--- config.mk ---
export PLATFORM = sky130hd
export DESIGN_NAME = sram_arbiter
export DESIGN_NICKNAME = d
export VERILOG_FILES = /design/src/rtl/sram_arbiter_pkg.sv /design/src/rtl/sram_arbiter.sv
export SDC_FILE = /design/constraint.sdc
export NUM_CORES = 1
export LEC_CHECK = 0
export ABC_AREA = 1
export BUFFER_PORTS_ARGS = -buffer_cell sky130_fd_sc_hd__clkbuf_2
export CAP_MARGIN = 15
export CORE_MARGIN = 3
export CORE_UTILIZATION = 53
export DETAILED_ROUTE_END_ITERATION = 6
export PLACE_DENSITY = 0.95
export SLEW_MARGIN = 20
export SYNTH_ARGS = -nofsm -noshare
export SYNTH_HDL_FRONTEND = slang
export SYNTH_SLANG_ARGS = --single-unit
--- constraint.sdc ---
create_clock -name clk -period 2.3 [get_ports clk]
set_clock_uncertainty 0.2 [all_clocks]
set_input_delay 0.46 -clock clk [delete_from_list [all_inputs] [get_ports clk]]
set_output_delay 0.46 -clock clk [all_outputs]
set_load 0.01 [all_outputs]
--- src/rtl/sram_arbiter_pkg.sv ---
// Shared types for the SRAM arbiter: sequencer states, bus owner and counter widths.
package sram_arbiter_pkg;

  typedef enum logic [1:0] {
    StIdle,
    StAccess,
    StDone
  } state_e;

  typedef enum logic {
    OwnCpu,
    OwnVid
  } owner_e;

  localparam int unsigned WcntW   = 3;
  localparam int unsigned StreakW = 4;

endpackage

--- src/rtl/sram_arbiter.sv ---
// Two-port arbiter for one asynchronous SRAM: fixed video priority with a CPU starvation guard,
// wait-state strobe sequencing and registered strobes, data and acks.
module sram_arbiter
  import sram_arbiter_pkg::*;
#(
  parameter int unsigned ADDR_W         = 19,
  parameter int unsigned DATA_W         = 8,
  parameter int unsigned WAIT_STATES    = 1,
  parameter int unsigned VID_STREAK_MAX = 3
) (
  input  logic              clk,
  input  logic              rst_n,
  input  logic              cpu_req,
  input  logic              cpu_we,
  input  logic [ADDR_W-1:0] cpu_addr,
  input  logic [DATA_W-1:0] cpu_wdata,
  output logic              cpu_ack,
  output logic [DATA_W-1:0] cpu_rdata,
  input  logic              vid_req,
  input  logic [ADDR_W-1:0] vid_addr,
  output logic              vid_ack,
  output logic [DATA_W-1:0] vid_rdata,
  output logic [ADDR_W-1:0] sram_addr,
  output logic [DATA_W-1:0] sram_dq_out,
  output logic              sram_dq_oe,
  input  logic [DATA_W-1:0] sram_dq_in,
  output logic              sram_ce_n,
  output logic              sram_oe_n,
  output logic              sram_we_n
);

  localparam logic [StreakW-1:0] StreakMax = StreakW'(VID_STREAK_MAX);
  localparam logic [WcntW-1:0]   WcntInit  = WcntW'(WAIT_STATES);

  state_e               state_q;
  owner_e               owner_q;
  logic                 we_q;
  logic [WcntW-1:0]     wcnt_q;
  logic [StreakW-1:0]   streak_q;

  logic vid_win, cpu_win, grant, grant_we;

  // Video wins ties unless it has already taken StreakMax grants while the CPU waited.
  assign vid_win  = vid_req && !(cpu_req && (streak_q == StreakMax));
  assign cpu_win  = cpu_req && !vid_win;
  assign grant    = vid_win || cpu_win;
  assign grant_we = cpu_win && cpu_we;

  always_ff @(posedge clk or negedge rst_n) begin
    if (!rst_n) begin
      state_q     <= StIdle;
      owner_q     <= OwnCpu;
      we_q        <= 1'b0;
      wcnt_q      <= '0;
      streak_q    <= '0;
      cpu_ack     <= 1'b0;
      vid_ack     <= 1'b0;
      cpu_rdata   <= '0;
      vid_rdata   <= '0;
      sram_addr   <= '0;
      sram_dq_out <= '0;
      sram_dq_oe  <= 1'b0;
      sram_ce_n   <= 1'b1;
      sram_oe_n   <= 1'b1;
      sram_we_n   <= 1'b1;
    end else begin
      cpu_ack <= 1'b0;
      vid_ack <= 1'b0;
      unique case (state_q)
        StIdle: begin
          // vid_win implies streak_q < StreakMax whenever cpu_req is high, so no overflow.
          if (vid_win) streak_q <= cpu_req ? streak_q + 1'b1 : '0;
          else         streak_q <= '0;
          if (grant) begin
            state_q    <= StAccess;
            owner_q    <= vid_win ? OwnVid : OwnCpu;
            we_q       <= grant_we;
            wcnt_q     <= WcntInit;
            sram_addr  <= vid_win ? vid_addr : cpu_addr;
            sram_ce_n  <= 1'b0;
            sram_oe_n  <= grant_we;
            sram_we_n  <= !grant_we;
            sram_dq_oe <= grant_we;
            if (grant_we) sram_dq_out <= cpu_wdata;
          end
        end
        StAccess: begin
          if (wcnt_q == '0) begin
            state_q   <= StDone;
            sram_oe_n <= 1'b1;
            sram_we_n <= 1'b1;
            if (owner_q == OwnVid) begin
              vid_ack   <= 1'b1;
              vid_rdata <= sram_dq_in;
            end else begin
              cpu_ack <= 1'b1;
              if (!we_q) cpu_rdata <= sram_dq_in;
            end
          end else begin
            wcnt_q <= wcnt_q - 1'b1;
          end
        end
        StDone: begin
          // Write data stays driven through DONE for hold; the next IDLE is the turnaround.
          state_q    <= StIdle;
          sram_ce_n  <= 1'b1;
          sram_dq_oe <= 1'b0;
        end
        default: state_q <= StIdle;
      endcase
    end
  end

endmodule

==> flow_summary.yaml <==
placed_design:
  dpl.hpwl_um: 5142
  gp_congestion: 0.8778
  port_buffers: 107
synth:
  synth.avg_cell_area_um2: 8.017
  synth_cell_types: 23
  syn-num-nets: 423
  netlist_area_um2: 2894
  ys_warn_count: 0
  synthCells: 361
  synth-seq-cells: 60
  seq_area_frac_synth_pct: 52.01
final_layout:
  nets: 534
  fillers: 413
  final_layout_size_suffix_gt1_share_pct: 30.40
  insertedDiodeCount: 0
  area_delta_synth_final_pct: 27.80
clock_tree:
  clock_sinks: 60
  cts_made_buffers: 9
  cts_tree: "done"
  clockBufferDepth: 2
  cts_hold_buffers: 1
  insertion_delay_ns: 0.32
  cts_setup_buffers: 0
  cts_htree_levels: 3
  postCtsResizedCells: 0
  root_buffer: "clkbuf_8"
  clkTransAtPathRegs_ns: 0.06
routing:
  postRouteAntennaNets: 0
  drc: 0
  dr.pass1.iters: 5
  drtIter0Drc: 184
  wirelength_um: 7020
  wl_per_cell_um: 12.83
  viasPerCell: 4.973
  vias: 2720
floorplan:
  dieHeight_um: 79.90
  ios: 108
  die-area_um2: 6383
  start_util_pct: 55.60
  die_width_um: 79.90
  rows: 26
  core_um2: 5205
sta:
  tightest_slew_ns: 0.4925
  finalSetupViolCount: 0
  finalHoldViolCount: 0
  min_period_over_period_pct: 77.00
  rsz0062_at_grt: "false"
  fmax_ghz: 0.5646
  drv_slew: 0
  relSlewSlack_pct: 67.04
  min_period_ns: 1.771
  tns_ns: 0
  timing.hold.ws_ns: 0.1614
global_routing:
  grt_pass1_vias: 2609
  overflow: 0
  grt_pass1_wl_um: 11840
  antenna_found_initial: 0
  grt_max_degree: 30
  grt_usage_pct: 23.95
worst_setup_path:
  worstSetupStartpointType: "flip-flop"
  worstReg2RegStart: "wcnt_q[0]$_DFFE_PN0P_"
  crit_fanout: 11
  crit_required_ns: 2.31
  end_kind: "flip-flop"
  crit_start: "wcnt_q[0]$_DFFE_PN0P_"
  arrival_ns: 1.78
  path_class: "flip-flop to flip-flop"
pwr:
  sequentialPowerShare_pct: 38.4
  ir_worst_vdd_mv: 0.7637
  p_per_area_nw_per_um2: 1320
  switchingPower_w: 0.001919
  clkPwrFrac_pct: 22.3
  power_frac_comb_pct: 39.4
  leakagePower_nw: 2.230
  intPower_w: 0.002962
  swShare_pct: 39.31
job:
  maxCapViolations: 0
hold_path:
  hold_path.class: "primary input to flip-flop"
  hp-start: "cpu_wdata[3]"
run_status:
  status: "finished, final reports clean"
-- cell type report --
type / instances / area, µm² / share of cell area [%]
sequential: 60 / 1505 / 40.70
multi-input combinational: 232 / 1057 / 28.59
timing repair buffer: 114 / 603.1 / 16.31
inverter: 55 / 210.2 / 5.683
clock buffer: 12 / 165.2 / 4.465
tap: 70 / 87.58 / 2.368
clock inverter: 4 / 70.07 / 1.894
-- cell usage after synthesis --
master      n  area, µm²
clkinv_2    1      5.000
o21ai_0    15      75.07
nor2_4      1      11.26
nor2_8      1      20.02
inv_2       2      7.510
buf_2       4      20.02
nand3_1    58      290.3
inv_1      51      191.4
buf_6       8      90.09
o21ai_1     2      10.01
nand2_4     3      33.78
dfrtp_1    57       1426
dfstp_2     3      78.83
ha_1        3      37.54
nand4_1     2      12.51
xor2_1      1      8.760
nor2_2      2      12.51
nand2_2     2      12.51
nand2_1   133      499.2
nor2_1      9      33.78
inv_4       1      6.260
buf_4       1      7.510
clkbuf_1    1      3.750
-- through the flow --
stage	utilization (%)	instances	instance area, µm²	worst slack [ns]	power, W
finish	71.06	547	3699	0.5290	0.004880
global route	71.06	547	3699	0.3710	0.005257
CTS	71.06	547	3699	0.5383	0.004909
detailed placement	66.35	530	3453	0.4964	0.003792
global placement	66.35	530	3453	0.5710	0.003691
floorplan	-	361	2894	0.7924	0.003096
-- path summary, 6_finish.rpt --
path / end / slack (ns) / cells after the start
max reg2reg: cpu_rdata[3]$_DFFE_PN0P_ / 0.53 / 9
min: sram_dq_out[3]$_DFFE_PN0P_ / 0.16 / 3
min reg2reg: sram_dq_out[1]$_DFFE_PN0P_ / 0.28 / 2
max: cpu_rdata[3]$_DFFE_PN0P_ / 0.53 / 9
min in group asynchronous: vid_rdata[0]$_DFFE_PN0P_ / 0.43 / 2
max in group asynchronous: sram_ce_n$_DFFE_PN1P_ / 0.85 / 3
-- worst max-delay path: stages, from the launching register on --
cell and delay, ns:
dfrtp_1 0.36, inv_1 0.11, ha_1 0.17, nand2_1 0.08, inv_1 0.08, nand2_1 0.10, inv_2 0.17, nand2_1 0.21
nand2_1 0.12, nand2_1 0.06
-- power by group through the flow --
stage | sequential [W] | clock, W | combinational, W
6_report | 0.00187 | 0.00109 | 0.00192
2_1_floorplan | 0.00203 | 0 | 0.00106
3_5_place_dp | 0.00187 | 0 | 0.00192
4_1_cts | 0.00187 | 0.00110 | 0.00194
3_3_place_gp | 0.00186 | 0 | 0.00183
5_1_grt | 0.00193 | 0.00116 | 0.00218
-- cell families after synthesis --
logic type | synth area share, %
AO/OA/AOI/OAI | 2.940
XOR/XNOR | 0.3027
adder cells (fa/ha/maj) | 1.297
buffers and inverters | 11.46
flip-flops | 52.01
AND/OR/NAND/NOR | 31.99
-- registers in the layout (all words and copies together) (netlist names) --
| name | cells |
|---|---|
| sram_addr | 19 |
| cpu_rdata | 8 |
| streak_q | 4 |
| we_q | 1 |
| vid_rdata | 8 |
| state_q | 2 |
| sram_we_n | 1 |
| sram_oe_n | 1 |
| owner_q | 1 |
| wcnt_q | 3 |
| cpu_ack | 1 |
| vid_ack | 1 |
| sram_dq_out | 8 |
| sram_ce_n | 1 |
| sram_dq_oe | 1 |
-- cell usage in the layout, fill, tap and decap left out, drive strengths merged --
cell type and count:
inv 54, nand2 138, xor2 1, o21ai 17
clkbuf 119, dfstp 3, buf 6, clkinv 3
bufinv 2, ha 3, dlygate4sd3 1, nand4 2
nand3 58, nor2 13, dfrtp 57
-- metal layers --
metal | part of all wire, % | track usage, %
met1 | 40 | 29.72
met2 | 52 | 39.98
met3 | 5.8 | 4.966
met4 | 2.7 | 10.98
met5 | 0 | 0
Note: power is estimated with default switching activity, not from simulation.
